File: config.mk
export PLATFORM = sky130hd
export DESIGN_NAME = sphere_bank
export DESIGN_NICKNAME = d
export VERILOG_FILES = /design/src/rtl/sphere_bank.sv
export SDC_FILE = /design/constraint.sdc
export NUM_CORES = 2
export LEC_CHECK = 0
export BUFFER_PORTS_ARGS = -buffer_cell sky130_fd_sc_hd__buf_4
export CORE_MARGIN = 2
export CORE_UTILIZATION = 60
export DETAILED_ROUTE_END_ITERATION = 10
export PLACE_DENSITY_LB_ADDON = 0.3
export RECOVER_POWER = 50
export SLEW_MARGIN = 20
export SYNTH_ARGS = -nofsm -noshare
export SYNTH_HDL_FRONTEND = slang
export SYNTH_HIERARCHICAL = 1
export SYNTH_SLANG_ARGS = --single-unit
File: constraint.sdc
create_clock -name Clk -period 9.9 [get_ports Clk]
set_clock_uncertainty 0.15 [all_clocks]
set_input_delay 0.495 -clock Clk [delete_from_list [all_inputs] [get_ports Clk]]
set_output_delay 0.495 -clock Clk [all_outputs]
set_load 0.1 [all_outputs]
File: src/rtl/sphere_bank.sv
// sphere_bank: physics/state store for N_SPHERES falling spheres.
//   Holds position, velocity and colour for every sphere.
//   On each frame tick it walks the spheres, one per Clk cycle.
//   During the walk each sphere either integrates gravity or is respawned.
//   A respawn happens on floor exit or on a pending Hit.
//   The tracer reads one sphere per cycle by index.
// Ports:
//   Clk, Reset      system clock, asynchronous active-high reset
//   Frame_Clk       frame tick, asynchronous to Clk
//   Hit, Hit_index  request respawn of one sphere
//   Read_index      sphere to read; Sphere_pos/Sphere_col/curr_index follow one cycle later
//   Busy            update walk in progress
//   Frame_done      1-cycle pulse at the end of a walk
//   Overrun         1-cycle pulse when a frame edge was dropped because a walk was running

// sphere_bank_lane: state of one sphere (position, velocity, colour, pending hit).
//   sel      this sphere is being processed this cycle
//   hit_set  Hit addressed to this sphere this cycle
//   spawn_x  respawn X coordinate, taken from the LFSR
//   spawn_col respawn colour, taken from the LFSR
//   pos, col current state, read by the top-level read mux
module sphere_bank_lane #(
   parameter int           W         = 64,
   parameter logic [W-1:0] GRAVITY   = '0,
   parameter logic [W-1:0] FLOOR     = '0,
   parameter logic [W-1:0] SPAWN_Y   = '0,
   parameter logic [W-1:0] SPAWN_Z   = '0,
   parameter logic [W-1:0] INIT_Z    = '0,
   parameter logic [23:0]  COL_RESET = 24'h808080
) (
   input  logic                Clk,
   input  logic                Reset,
   input  logic                sel,
   input  logic                hit_set,
   input  logic [W-1:0]        spawn_x,
   input  logic [23:0]         spawn_col,
   output logic [2:0][W-1:0]   pos,
   output logic [23:0]         col
);
   localparam logic signed [W-1:0] NEG_FLOOR = -$signed(FLOOR);

   logic [2:0][W-1:0] vel, vel_n;
   logic              pending, respawn;

   // Floor test looks at the position before this frame's update.
   assign respawn = pending | hit_set | ($signed(pos[2]) < NEG_FLOOR);

   always_comb begin
      vel_n    = vel;
      vel_n[2] = vel[2] + GRAVITY;
   end

   always_ff @(posedge Clk or posedge Reset) begin
      if (Reset) begin
         pos     <= {SPAWN_Y, INIT_Z, {W{1'b0}}};
         vel     <= '0;
         col     <= COL_RESET;
         pending <= 1'b0;
      end else if (sel) begin
         // A hit landing on the sphere being processed is consumed right here.
         pending <= 1'b0;
         if (respawn) begin
            pos <= {SPAWN_Y, SPAWN_Z, spawn_x};
            vel <= '0;
            col <= spawn_col;
         end else begin
            vel <= vel_n;
            pos <= {pos[2] + vel_n[2], pos[1] + vel_n[1], pos[0] + vel_n[0]};
         end
      end else if (hit_set) begin
         pending <= 1'b1;
      end
   end
endmodule

module sphere_bank #(
   parameter int           N_SPHERES = 8,
   parameter int           IDX_W     = $clog2(N_SPHERES),
   parameter int           W         = 64,
   parameter int           FRAC      = 32,
   parameter logic [W-1:0] GRAVITY   = W'(-(64'sd4 << FRAC)),
   parameter logic [W-1:0] FLOOR     = W'(64'd2880 << FRAC),
   parameter logic [W-1:0] SPAWN_Y   = W'(-(64'sd2400 << FRAC)),
   parameter logic [W-1:0] SPAWN_Z   = W'(64'd4800 << FRAC),
   parameter logic [W-1:0] SPACING   = W'(64'd4800 << FRAC),
   parameter logic [63:0]  LFSR_SEED = 64'hACE1_F00D_1234_5678,
   parameter logic [23:0]  COL_RESET = 24'h808080
) (
   input  logic               Clk,
   input  logic               Reset,
   input  logic               Frame_Clk,
   input  logic               Hit,
   input  logic [IDX_W-1:0]   Hit_index,
   input  logic [IDX_W-1:0]   Read_index,
   output logic [3*W-1:0]     Sphere_pos,
   output logic [23:0]        Sphere_col,
   output logic [IDX_W-1:0]   curr_index,
   output logic               Busy,
   output logic               Frame_done,
   output logic               Overrun
);
   localparam int              KW        = $clog2(N_SPHERES);
   localparam logic [KW-1:0]   K_LAST    = KW'(N_SPHERES - 1);
   localparam logic [IDX_W:0]  N_CMP     = (IDX_W + 1)'(N_SPHERES);
   // Galois mask for x^64 + x^63 + x^61 + x^60 + 1, right-shifting form.
   localparam logic [63:0]     LFSR_MASK = 64'hD800_0000_0000_0000;

   localparam logic [0:0] S_IDLE   = 1'b0;
   localparam logic [0:0] S_UPDATE = 1'b1;

   logic [0:0]              state;
   logic [KW-1:0]           k;
   logic [63:0]             lfsr;
   logic [2:0]              fsync;
   logic                    frame_edge;
   logic                    hit_ok, rd_ok;
   logic [KW-1:0]           hit_lo, rd_lo;
   logic [W-1:0]            spawn_x;
   logic [N_SPHERES-1:0]    sel, hit_set;
   logic [2:0][W-1:0]       lane_pos [N_SPHERES];
   logic [23:0]             lane_col [N_SPHERES];
   logic                    unused_lfsr;

   assign unused_lfsr = ^{lfsr[63:48], lfsr[23:12]};

   always_ff @(posedge Clk or posedge Reset) begin
      if (Reset) lfsr <= LFSR_SEED;
      else       lfsr <= {1'b0, lfsr[63:1]} ^ (lfsr[0] ? LFSR_MASK : 64'd0);
   end

   // fsync[1:0] is the 2-FF synchroniser; fsync[2] holds the previous value for edge detect.
   always_ff @(posedge Clk or posedge Reset) begin
      if (Reset) fsync <= '0;
      else       fsync <= {fsync[1:0], Frame_Clk};
   end
   assign frame_edge = fsync[1] & ~fsync[2];

   assign Busy = (state == S_UPDATE);

   always_ff @(posedge Clk or posedge Reset) begin
      if (Reset) begin
         state      <= S_IDLE;
         k          <= '0;
         Frame_done <= 1'b0;
         Overrun    <= 1'b0;
      end else begin
         Frame_done <= 1'b0;
         Overrun    <= 1'b0;
         case (state)
            S_IDLE: begin
               if (frame_edge) begin
                  state <= S_UPDATE;
                  k     <= '0;
               end
            end
            default: begin
               // Edges arriving mid-walk are dropped, only flagged.
               if (frame_edge) Overrun <= 1'b1;
               if (k == K_LAST) begin
                  state      <= S_IDLE;
                  k          <= '0;
                  Frame_done <= 1'b1;
               end else begin
                  k <= k + KW'(1);
               end
            end
         endcase
      end
   end

   assign hit_ok  = Hit && ({1'b0, Hit_index} < N_CMP);
   assign hit_lo  = Hit_index[KW-1:0];
   assign rd_ok   = ({1'b0, Read_index} < N_CMP);
   assign rd_lo   = Read_index[KW-1:0];
   assign spawn_x = {{(W-12){lfsr[11]}}, lfsr[11:0]} << FRAC;

   for (genvar i = 0; i < N_SPHERES; i++) begin : g_lane
      localparam logic [W-1:0] INIT_Z = SPAWN_Z + SPACING * W'(i);
      assign sel[i]     = Busy && (k == KW'(i));
      assign hit_set[i] = hit_ok && (hit_lo == KW'(i));
      sphere_bank_lane #(
         .W(W), .GRAVITY(GRAVITY), .FLOOR(FLOOR), .SPAWN_Y(SPAWN_Y),
         .SPAWN_Z(SPAWN_Z), .INIT_Z(INIT_Z), .COL_RESET(COL_RESET)
      ) u_lane (
         .Clk(Clk), .Reset(Reset), .sel(sel[i]), .hit_set(hit_set[i]),
         .spawn_x(spawn_x), .spawn_col(lfsr[47:24]),
         .pos(lane_pos[i]), .col(lane_col[i])
      );
   end

   // Registered read port; the lane registers update on the same edge, so a
   // sphere read in its update cycle returns its pre-update value.
   always_ff @(posedge Clk or posedge Reset) begin
      if (Reset) begin
         Sphere_pos <= '0;
         Sphere_col <= '0;
         curr_index <= '0;
      end else begin
         curr_index <= Read_index;
         Sphere_pos <= rd_ok ? lane_pos[rd_lo] : '0;
         Sphere_col <= rd_ok ? lane_col[rd_lo] : '0;
      end
   end
endmodule
==> qor.tcl <==
set qor(status) {finished with violations}
set qor(failing_checks) {capacitance limit, slew limit}
set qor(routed-via-count) 63524
set qor(place_inst) 10147
set qor(worst_path_most_repeated_cell) {clkbuf_1}
set qor(max_slew.worst_pin.slew_ns) 5.805
set qor(hold_path.class) {in2reg}
set qor(synth_cell_types) 105
set qor(place.gp.congestion) 0.9511
set qor(synth_most_common_cell) {dfrtp_1}
set qor(netlist_top_cells_area) {dfrtp_1 40%, mux2_2 11%, mux4_2 10%, dfstp_2 6.9%, buf_4 4.0%}
set qor(die_height_um) 403.7
set qor(fmax_ghz) 0.1466
set qor(worst_slew_margin_rel) -2.892
set qor(finalHoldViolations) 0
set qor(report.final.setup_viol) 0
set qor(clock_latency_ns) 0.83
set qor(source_of_the_worst_register_to_register_timing_path) {Busy}
set qor(wl_mm) 240.6
set qor(cts_root_buffer) {clkbuf_16}
set qor(vias_per_cell) 6.055
set qor(initial_core_util) 0.6046
set qor(hold_path_depth) 4
set qor(dieWidth_um) 403.7
set qor(postRouteAntennaNets) 0
set qor(numPortBuffers) 231
set qor(period_minus_slack_ns) 6.820
set qor(placement_rows) 146
set qor(setup.worst_path.end) {g_lane[5].u_lane/pos[160]}
set qor(r2r.worst_path.cells) 8
set qor(grt_pass1_vias) 65408
set qor(first_iter_violations) 5393
set qor(worst_ep_arrival_time_ns) 6.93
set qor(drv.max_cap_violation_count) 25
set qor(rsz_0062_raised_after_global_routing) {false}
set qor(number_of_antenna_violations_at_the_first_check_in_global_routing) 14
set qor(wire_per_inst_um) 22.93
set qor(synth_top_area_share) 0.3965
set qor(timing.critical_path.slowest_stage_cell) {clkinvlp_2}
set qor(dr.pass1.iters) 6
set qor(floorplan.die_area_um2) 163000
set qor(wire_length_of_the_first_global_routing_pass_mm) 379.4
set qor(synth_edf_count) 0
set qor(ys_ff_latch) 1770
set qor(fin_setup_tns_ns) 0
set qor(layout_cells_sized_above_1) 0.2481
set qor(final_instance_count_excl_fillers) 10492
set qor(grtUsageTotal) 0.2985
set qor(post_cts_resized) 0
set qor(fp.coreArea_um2) 158600
set qor(drc_errors) 0
set qor(finalCoreUtilization) 0.6534
set qor(total_standard_cell_area_after_synthesis_um2) 95870
set qor(synthCells) 7947
set qor(path_max_fanout) 81
set qor(grt_max_degree) 134
set qor(synth_ff_type) {dfrtp_1}
set qor(syn_to_final_growth_pct) 8.065
set qor(tritoncts) {yes}
set qor(grt_overflow) 0
set qor(period_share) 0.6889
set qor(critical_path.startpoint) {Reset}
set qor(reg2reg_setup_slack_ns) 3.73
set qor(sequential_area_share_after_synthesis) 0.4653
set qor(clockBufferDepth) 3
set qor(antenna_cells_inserted) 0
set qor(nNetsFinal) 8544
set qor(clk_pin_slew_worst_paths_ns) 0.06
set qor(critical_path.endpoint_type) {asynchronous set/reset pin}
set qor(post_synth_most_frequent_cells) {1519 x dfrtp_1, 918 x mux2_2, 510 x buf_4, 481 x nand2_1, 432 x mux4_2}
set qor(type_of_origin_of_the_critical_path) {input pin}
set qor(synth.avg_cell_area_um2) 12.06
set qor(report.final.slew_viol_count) 1565
set qor(clock-sinks) 1770
set qor(hold_slack_ns) 0.07246
set qor(h-tree-depth) 4
set qor(cts_made_buffers) 183
set qor(yosys_warnings) 6
set qor(worstReg2RegEnd) {g_lane[2].u_lane/pos[191]}
set qor(dp.final_hpwl_mm) 153.9
set qor(path_cells) {dlygate4sd3_1 > clkbuf_1 > clkinvlp_2 > clkbuf_1}
set qor(asyncSetResetFlopFracSynth) 1.000
set qor(timing.setup.critical_path_class) {in2async}
set qor(design.portCount) 232
set qor(worstPathRequired_ns) 10.01
set qor(cpPeakStageDelay_ns) 3.10
set qor(synth_largest_area_cell) {dfrtp_1}
-- what timing repair did --
item,in CTS,in global routing
hold buffers,4,0
endpoints found under the hold margin,683,0
setup buffers,0,0
-- cells in the final DEF, fill, tap and decap left out, drive strengths merged, types with 30 or more instances in the layout --
master	instances
a21o	125
a21oi	317
a22o	42
a31oi	59
and2	315
and3	32
buf	73
clkbuf	516
clkinv	41
conb	735
dfrtp	1519
dfstp	251
ha	270
inv	115
mux2	921
mux4	432
nand2	483
nand2b	44
nand3	83
nand4	82
nor2	383
nor2b	47
nor3	136
nor4	47
o21ai	314
o21bai	32
o2bb2ai	55
o31ai	60
or2	30
or3	61
or4	38
xnor2	200
xor2	206
-- how the worst min path moves through the flow --
stage / from / slack, ns / endpoint
final: Hit_index[1] / 0.07 / g_lane[4].u_lane/pending
after global routing: Hit_index[1] / 0.06 / g_lane[4].u_lane/pending
after detailed placement: lfsr[51] / 0.19 / lfsr[50]
after floorplan: fsync[0] / 0.18 / fsync[1]
after CTS: Hit_index[1] / 0.01 / g_lane[4].u_lane/pending
after global placement: fsync[0] / 0.18 / fsync[1]
-- logic make-up (layout without fill, tap and decap cells) --
| group | Yosys count | after routing | synth area share |
|---|---|---|---|
| AOI/OAI and AO/OA | 1258 | 1258 | 0.08565 |
| xor gates and xnor gates | 406 | 406 | 0.03737 |
| adders and majority gates | 270 | 270 | 0.03524 |
| buffers and inverters | 1026 | 781 | 0.06498 |
| DFF | 1770 | 1770 | 0.4653 |
| muxes | 1361 | 1361 | 0.2105 |
| other | 17 | 735 | 0.0006656 |
| and+or+nand+nor | 1839 | 1839 | 0.1003 |
-- metal layers --
layer	global-route usage	vias up	part of all wire
met5	0	-	0.00017
met4	0.08824	6	0.027
met3	0.04320	380	0.062
met2	0.4792	1954	0.48
met1	0.4255	32932	0.44
li1	-	28252	-
-- layout make-up --
class	count	area (um^2)
fillers	11916	54960
multi-input cells	5869	47820
flip-flops and latches	1770	44610
clock buffers	275	5439
well taps	2072	2592
repair buffers	318	1578
clock inverters	66	1095
inverters	122	469.2
-- critical path, delay by kind of cell --
family / cells / cell delay [ns]
buf+inv: 4 / 6.28
-- state kept, by name (all words and copies together), names as in the netlist --
| register | flops |
|---|---|
| Busy | 1 |
| Frame_done | 1 |
| Overrun | 1 |
| Sphere_col | 24 |
| Sphere_pos | 192 |
| curr_index | 3 |
| fsync | 3 |
| g_lane.u_lane/col | 192 |
| g_lane.u_lane/pending | 8 |
| g_lane.u_lane/pos | 1038 |
| g_lane.u_lane/vel | 240 |
| k | 3 |
| lfsr | 64 |
-- per-stage QoR --
| step | area, um^2 | worst slack [ns] |
|---|---|---|
| 6_report | 103600 | 3.080 |
| 5_1_grt | 103600 | 2.323 |
| 4_1_cts | 104600 | 4.995 |
| 3_5_place_dp | 97990 | 5.040 |
| 3_3_place_gp | 97990 | 5.038 |
| 2_1_floorplan | 98560 | 1.239 |
Power is left out: the tool's default activity adds up to more than one toggle a clock period on the data nets, which glitch-free logic cannot reach.
